`src/rtl/seg_scan_decoder.sv`:
```
// Recovers the number shown on a scanned, active-low 7-segment display (loopback/self-test).
// Latency: 2 clk input sync, STABLE_CYCLES debounce, value_valid DIGITS+2 clk after completing sample.
// Backpressure: none; monitor only, results held until the next complete frame.
module seg_scan_decoder #(
  parameter int DIGITS        = 4,
  parameter int STABLE_CYCLES = 16
) (
  input  logic                  clk,
  input  logic                  reset,
  input  logic [DIGITS-1:0]     anode_n,
  input  logic [6:0]            cathode_n,
  output logic [4*DIGITS-1:0]   value,
  output logic [4*DIGITS-1:0]   bcd,
  output logic                  value_valid,
  output logic                  pattern_err
);

  localparam int VW = 4 * DIGITS;
  localparam int CW = (STABLE_CYCLES > 2) ? $clog2(STABLE_CYCLES) : 1;
  localparam int IW = (DIGITS > 1) ? $clog2(DIGITS) : 1;

  typedef enum logic [1:0] {
    COLLECT = 2'd0,
    CONVERT = 2'd1,
    DONE    = 2'd2
  } state_t;

  state_t            state;
  logic [DIGITS-1:0] an_s1, an_s2, an_prev;
  logic [6:0]        ca_s1, ca_s2, ca_prev;
  logic [CW-1:0]     cnt;
  logic [DIGITS-1:0] seen;
  logic              frame_err;
  logic [VW-1:0]     digit_reg;
  logic [VW-1:0]     snap;
  logic              snap_err;
  logic [VW-1:0]     acc;
  logic [IW-1:0]     idx;

  logic              changed;
  logic              sample_evt;
  logic [DIGITS-1:0] an_act;
  logic              one_hot;
  logic              samp_write;
  logic              snap_take;
  logic [3:0]        dec_digit;
  logic              dec_err;

  // Map a segment pattern to its digit; anything outside 0..9 decodes as 0 with an error flag.
  function automatic logic [4:0] decode(input logic [6:0] c);
    logic [4:0] r;
    case (c)
      7'b1000000: r = {1'b0, 4'd0};
      7'b1111001: r = {1'b0, 4'd1};
      7'b0100100: r = {1'b0, 4'd2};
      7'b0110000: r = {1'b0, 4'd3};
      7'b0011001: r = {1'b0, 4'd4};
      7'b0010010: r = {1'b0, 4'd5};
      7'b0000010: r = {1'b0, 4'd6};
      7'b1111000: r = {1'b0, 4'd7};
      7'b0000000: r = {1'b0, 4'd8};
      7'b0010000: r = {1'b0, 4'd9};
      default:    r = {1'b1, 4'd0};
    endcase
    return r;
  endfunction

  // Sample-event qualification: fires once per stable window, only for a single lit anode.
  always_comb begin
    changed    = ({an_s2, ca_s2} != {an_prev, ca_prev});
    sample_evt = !changed && (cnt == CW'(STABLE_CYCLES - 2));
    an_act     = ~an_s2;
    one_hot    = (an_act != '0) && ((an_act & (an_act - DIGITS'(1))) == '0);
    samp_write = sample_evt && one_hot;
    {dec_err, dec_digit} = decode(ca_s2);
    snap_take  = (state == COLLECT) && (seen == '1);
  end

  // Two-flop synchroniser; resets to a blank display.
  always_ff @(posedge clk) begin
    if (reset) begin
      an_s1 <= '1;
      an_s2 <= '1;
      ca_s1 <= '1;
      ca_s2 <= '1;
    end else begin
      an_s1 <= anode_n;
      an_s2 <= an_s1;
      ca_s1 <= cathode_n;
      ca_s2 <= ca_s1;
    end
  end

  // Stability counter: cleared on any line change, saturates so each window samples once.
  always_ff @(posedge clk) begin
    if (reset) begin
      an_prev <= '1;
      ca_prev <= '1;
      cnt     <= '0;
    end else begin
      an_prev <= an_s2;
      ca_prev <= ca_s2;
      if (changed)
        cnt <= '0;
      else if (cnt != CW'(STABLE_CYCLES - 1))
        cnt <= cnt + CW'(1);
    end
  end

  // Per-anode digit capture; a snapshot clears seen/frame_err but a same-cycle sample still lands.
  always_ff @(posedge clk) begin
    if (reset) begin
      seen      <= '0;
      frame_err <= 1'b0;
      digit_reg <= '0;
    end else begin
      seen      <= (snap_take ? '0 : seen) | (samp_write ? an_act : '0);
      frame_err <= (snap_take ? 1'b0 : frame_err) | (samp_write & dec_err);
      for (int k = 0; k < DIGITS; k++) begin
        if (samp_write && an_act[k])
          digit_reg[4*k +: 4] <= dec_digit;
      end
    end
  end

  // Frame FSM: snapshot, BCD-to-binary MSD first with shift-add *10, then publish outputs.
  always_ff @(posedge clk) begin
    if (reset) begin
      state       <= COLLECT;
      snap        <= '0;
      snap_err    <= 1'b0;
      acc         <= '0;
      idx         <= '0;
      value       <= '0;
      bcd         <= '0;
      value_valid <= 1'b0;
      pattern_err <= 1'b0;
    end else begin
      value_valid <= 1'b0;
      case (state)
        COLLECT: begin
          if (snap_take) begin
            snap     <= digit_reg;
            snap_err <= frame_err;
            acc      <= '0;
            idx      <= IW'(DIGITS - 1);
            state    <= CONVERT;
          end
        end
        CONVERT: begin
          acc <= (acc << 3) + (acc << 1) + VW'(snap[4*idx +: 4]);
          if (idx == '0)
            state <= DONE;
          else
            idx <= idx - IW'(1);
        end
        DONE: begin
          value       <= acc;
          bcd         <= snap;
          pattern_err <= snap_err;
          value_valid <= 1'b1;
          state       <= COLLECT;
        end
        default: state <= COLLECT;
      endcase
    end
  end

endmodule

```
`config.mk`:
```
export PLATFORM = sky130hd
export DESIGN_NAME = seg_scan_decoder
export DESIGN_NICKNAME = d
export VERILOG_FILES = /design/src/rtl/seg_scan_decoder.sv
export SDC_FILE = /design/constraint.sdc
export NUM_CORES = 1
export LEC_CHECK = 0
export ABC_AREA = 1
export BUFFER_PORTS_ARGS = -buffer_cell sky130_fd_sc_hd__clkbuf_2
export CORE_MARGIN = 1.5
export CORE_UTILIZATION = 50
export DETAILED_ROUTE_END_ITERATION = 8
export PLACE_DENSITY = 0.68
export RECOVER_POWER = 50
export SLEW_MARGIN = 20
export SYNTH_ARGS = -nofsm -noshare
export SYNTH_HDL_FRONTEND = slang
export SYNTH_SLANG_ARGS = --single-unit
```
`constraint.sdc`:
```
create_clock -name clk -period 2.3 [get_ports clk]
set_input_delay 0.46 -clock clk [delete_from_list [all_inputs] [get_ports clk]]
set_output_delay 0.46 -clock clk [all_outputs]
set_load 0.05 [all_outputs]
```
==> metrics.md <==
| Metric | Value |
|---|---|
| Async S/R FF share, synth | 0% |
| Initial DRC Count | 350 |
| Max-Cap Viols | 0 |
| First-pass GRT wire length | ~22000 um |
| Fin area | approximately 0.0072 mm2 |
| Total CTS buffers | 17 |
| Largest stage delay, worst path | 0.37 ns |
| # port buffers | 46 |
| Routed via count | 5259 |
| Post-Synthesis Cells | 819 |
| Initial antenna violation count | 0 |
| I/O Pins | 47 |
| Most Crowded Layer GR | met2 |
| Slew @ Worst Pin | 0.663 ns |
| Worst min-delay path class | in2reg |
| 1st-pass router iterations | 7 |
| Vias/cell | 5.07 |
| GR Util met1 | 26.2% |
| Placed cell area | 0.00639 mm2 |
| Synth area leader | dfxtp_1 |
| Sum Neg Setup Slack | -0.766 ns |
| Final Max Slew Viols | 0 |
| DRC | 10 |
| Max VDD drop | 0.747 mV |
| CP Data Required Time | 2.65 ns |
| Area Overhead vs Synth | 21.0% |
| Leak | 3.55 nW |
| Fin. Hold Viols | 0 |
| Worst Setup End Kind | flip-flop |
| Worst-path cell chain | buf_4 -> o21ai_1 -> o22ai_1 -> ha_1 -> ha_2 -> inv_1 -> fa_2 -> nor2_4 -> nor2_2 -> nor2_1 -> nor3_1 -> nand3b_1 -> a21oi_2 |
| Pwr Total | 5.34 mW |
| Worst path arrival time | ~2.8 ns |
| Final Setup Violations | 10 |
| Met3 Use GR | 6.26% |
| End-of-flow core utilization | 62.3% |
| Pwr dens | 744 mW/mm2 |
| Post-synthesis cell area | 0.00593 mm2 |
| Failing checks | DRC, setup timing |
| DP Cell Count | 1001 |
| Highest Clock Rate | 411 MHz |
| Grt met2 use | 37.6% |
| Nets | roughly 900 |
| Syn nets | ~860 |
| Clk buf depth | 2 |
| Synth top area share | 43.5% |
| Num Clock Sinks | 129 |
| Initial Util | 51.5% |
| Core Area | 0.0115 mm2 |
| WS Path Type | reg2reg |
| Count leader, synth | nand2_1 |
| Clock tree root driver cell | clkbuf_16 |
| # H-tree levels | 4 |
| Slew headroom | 55.8% |
| Clk_skew | 0.00920 ns |
| Worst hold slack | 0.226 ns |
| Gr ovfl total | 0 |
| Minimum clock period | between 2 and 2.5 ns |
| Vias in the first global route | just under 5k |
| Clk Latency, worst-skew pair | 0.42 ns |
| Syn Area/Cell | 7.24 um2 |
| Largest net degree at the start of global routing | 72 |
| DP Worst Slack | -0.159 ns |
| CTS tree | done |
| Die ar. | around 0.013 mm2 |
| Total wire length | 13400 um |
| Diode count | 0 |
| Total GRT Usage | 22.0% |
| PnR worst setup slack | -0.130 ns |
| Clock-pin transition on the worst setup and hold timing paths | 0.05 ns |
| Antenna viol nets, final | 0 |
| Slowest CP cell | dfxtp_4 |
| Status | complete, but fails checks |
| Layout cells sized above 1 | 18.8% |
| Tcrit/Tclk final | 106% |
| Yosys reg bits | about 130 |
| Die X | 112 um |
| Rows | 39 |
| Largest fanout on the critical path | 6 |
| Top post-synthesis cells by area | dfxtp_1 (44%), nand2_1 (11%), nor2_1 (7.3%) |
| Die Span Y | 112 um |
| Routed WL per cell | 13.0 um |
| CP Launch Type | flip-flop |
| GPL Wtd Cong | 0.876 |
| Cell Count, Final, Fillers Out | between 1k and 1.5k |
| RSZ-0062 raised after global routing | true |
| Post-synthesis sequential area ratio | about 44% |
| Synth cell count leaders | nand2_1 (170), dfxtp_1 (129), nor2_1 (116) |
| Netlist cell types | 32 |
| Detail Placement HPWL | 9090 um |
| Top_reg_cell synth | dfxtp_1 |
| Number of synthesis warnings | 0 |
| Number of flops mapped to enable cells by yosys | 0 |
[cells by family after synthesis]
logic type	count (synthesis)	share of synthesized area [%]
simple gates	383	28.1
buf+inv	134	8.73
compound gates	133	11.5
flops	129	43.5
fa+ha+maj	31	6.79
xor+xnor	9	1.33
[critical path, delay by kind of cell, from the launching register on]
| kind | cells | cell delay, ns |
|---|---|---|
| AOI/OAI and AO/OA | 3 | 0.45 |
| DFF | 1 | 0.37 |
| adders and majority gates | 3 | 0.85 |
| and+or+nand+nor | 5 | 0.52 |
| buffers and inverters | 2 | 0.19 |
[worst paths after layout]
path                 from       end  slack (ns)  cells after the start
max                idx[0]   acc[10]       -0.13                     13
min          cathode_n[6]  ca_s1[6]        0.23                      2
max reg2reg        idx[0]   acc[10]       -0.13                     13
min reg2reg      ca_s1[4]  ca_s2[4]        0.40                      1
[layer usage]
layer,vias up,wire length (um)
met1,2372,6110
li1,2736,-
met5,-,0
met3,26,666
met4,0,282
met2,125,6380
[area by class of cell]
type	count	area [um2]
multi-input cells	556	2940
flip-flops and latches	129	2590
inverters	106	402
repair buffers	71	430
clock inverters	11	185
clock buffers	21	450
fillers	1015	4340
well taps	143	179
[repair_timing]
| item | 4_1_cts | 5_1_grt |
|---|---|---|
| buffers inserted | 2 | 2 |
| pin swaps | 6 | 3 |
| resized for setup | 19 | 21 |
| setup endpoints to repair | 11 | 11 |
| hold buffers | 0 | 0 |
| endpoints found under the hold margin | 0 | 0 |
[placed cells by master, fill, tap and decap left out, types with 2 or more instances in the layout]
| cell | count |
|---|---|
| nand2_1 | 167 |
| dfxtp_1 | 127 |
| nor2_1 | 112 |
| inv_1 | 96 |
| o21ai_0 | 60 |
| a21oi_1 | 54 |
| clkbuf_2 | 46 |
| nand3_1 | 38 |
| ha_1 | 27 |
| or2_2 | 24 |
| buf_4 | 24 |
| clkbuf_16 | 17 |
| nand4_1 | 14 |
| inv_2 | 8 |
| xnor2_1 | 7 |
| nand3_2 | 6 |
| nor2_2 | 5 |
| bufinv_16 | 5 |
| o21ai_1 | 4 |
| a21oi_2 | 4 |
| clkinv_2 | 4 |
| clkinvlp_4 | 3 |
| o21ai_2 | 3 |
| o22ai_1 | 3 |
| nor2_4 | 3 |
| nand2_2 | 3 |
| nand3b_1 | 3 |
| nor3_1 | 3 |
| nand4_2 | 3 |
| clkbuf_1 | 3 |
| xor2_1 | 2 |
| fa_2 | 2 |
[power by group]
part / switching, mW / internal (mW) / total (mW)
Sequential: 0.0144 / 2.26 / 2.27
Clock: 0.960 / 1.94 / 2.90
Combinational: 0.106 / 0.0580 / 0.164
Total: 1.08 / 4.26 / 5.34
No activity file was read; power rests on OpenSTA's default activity.
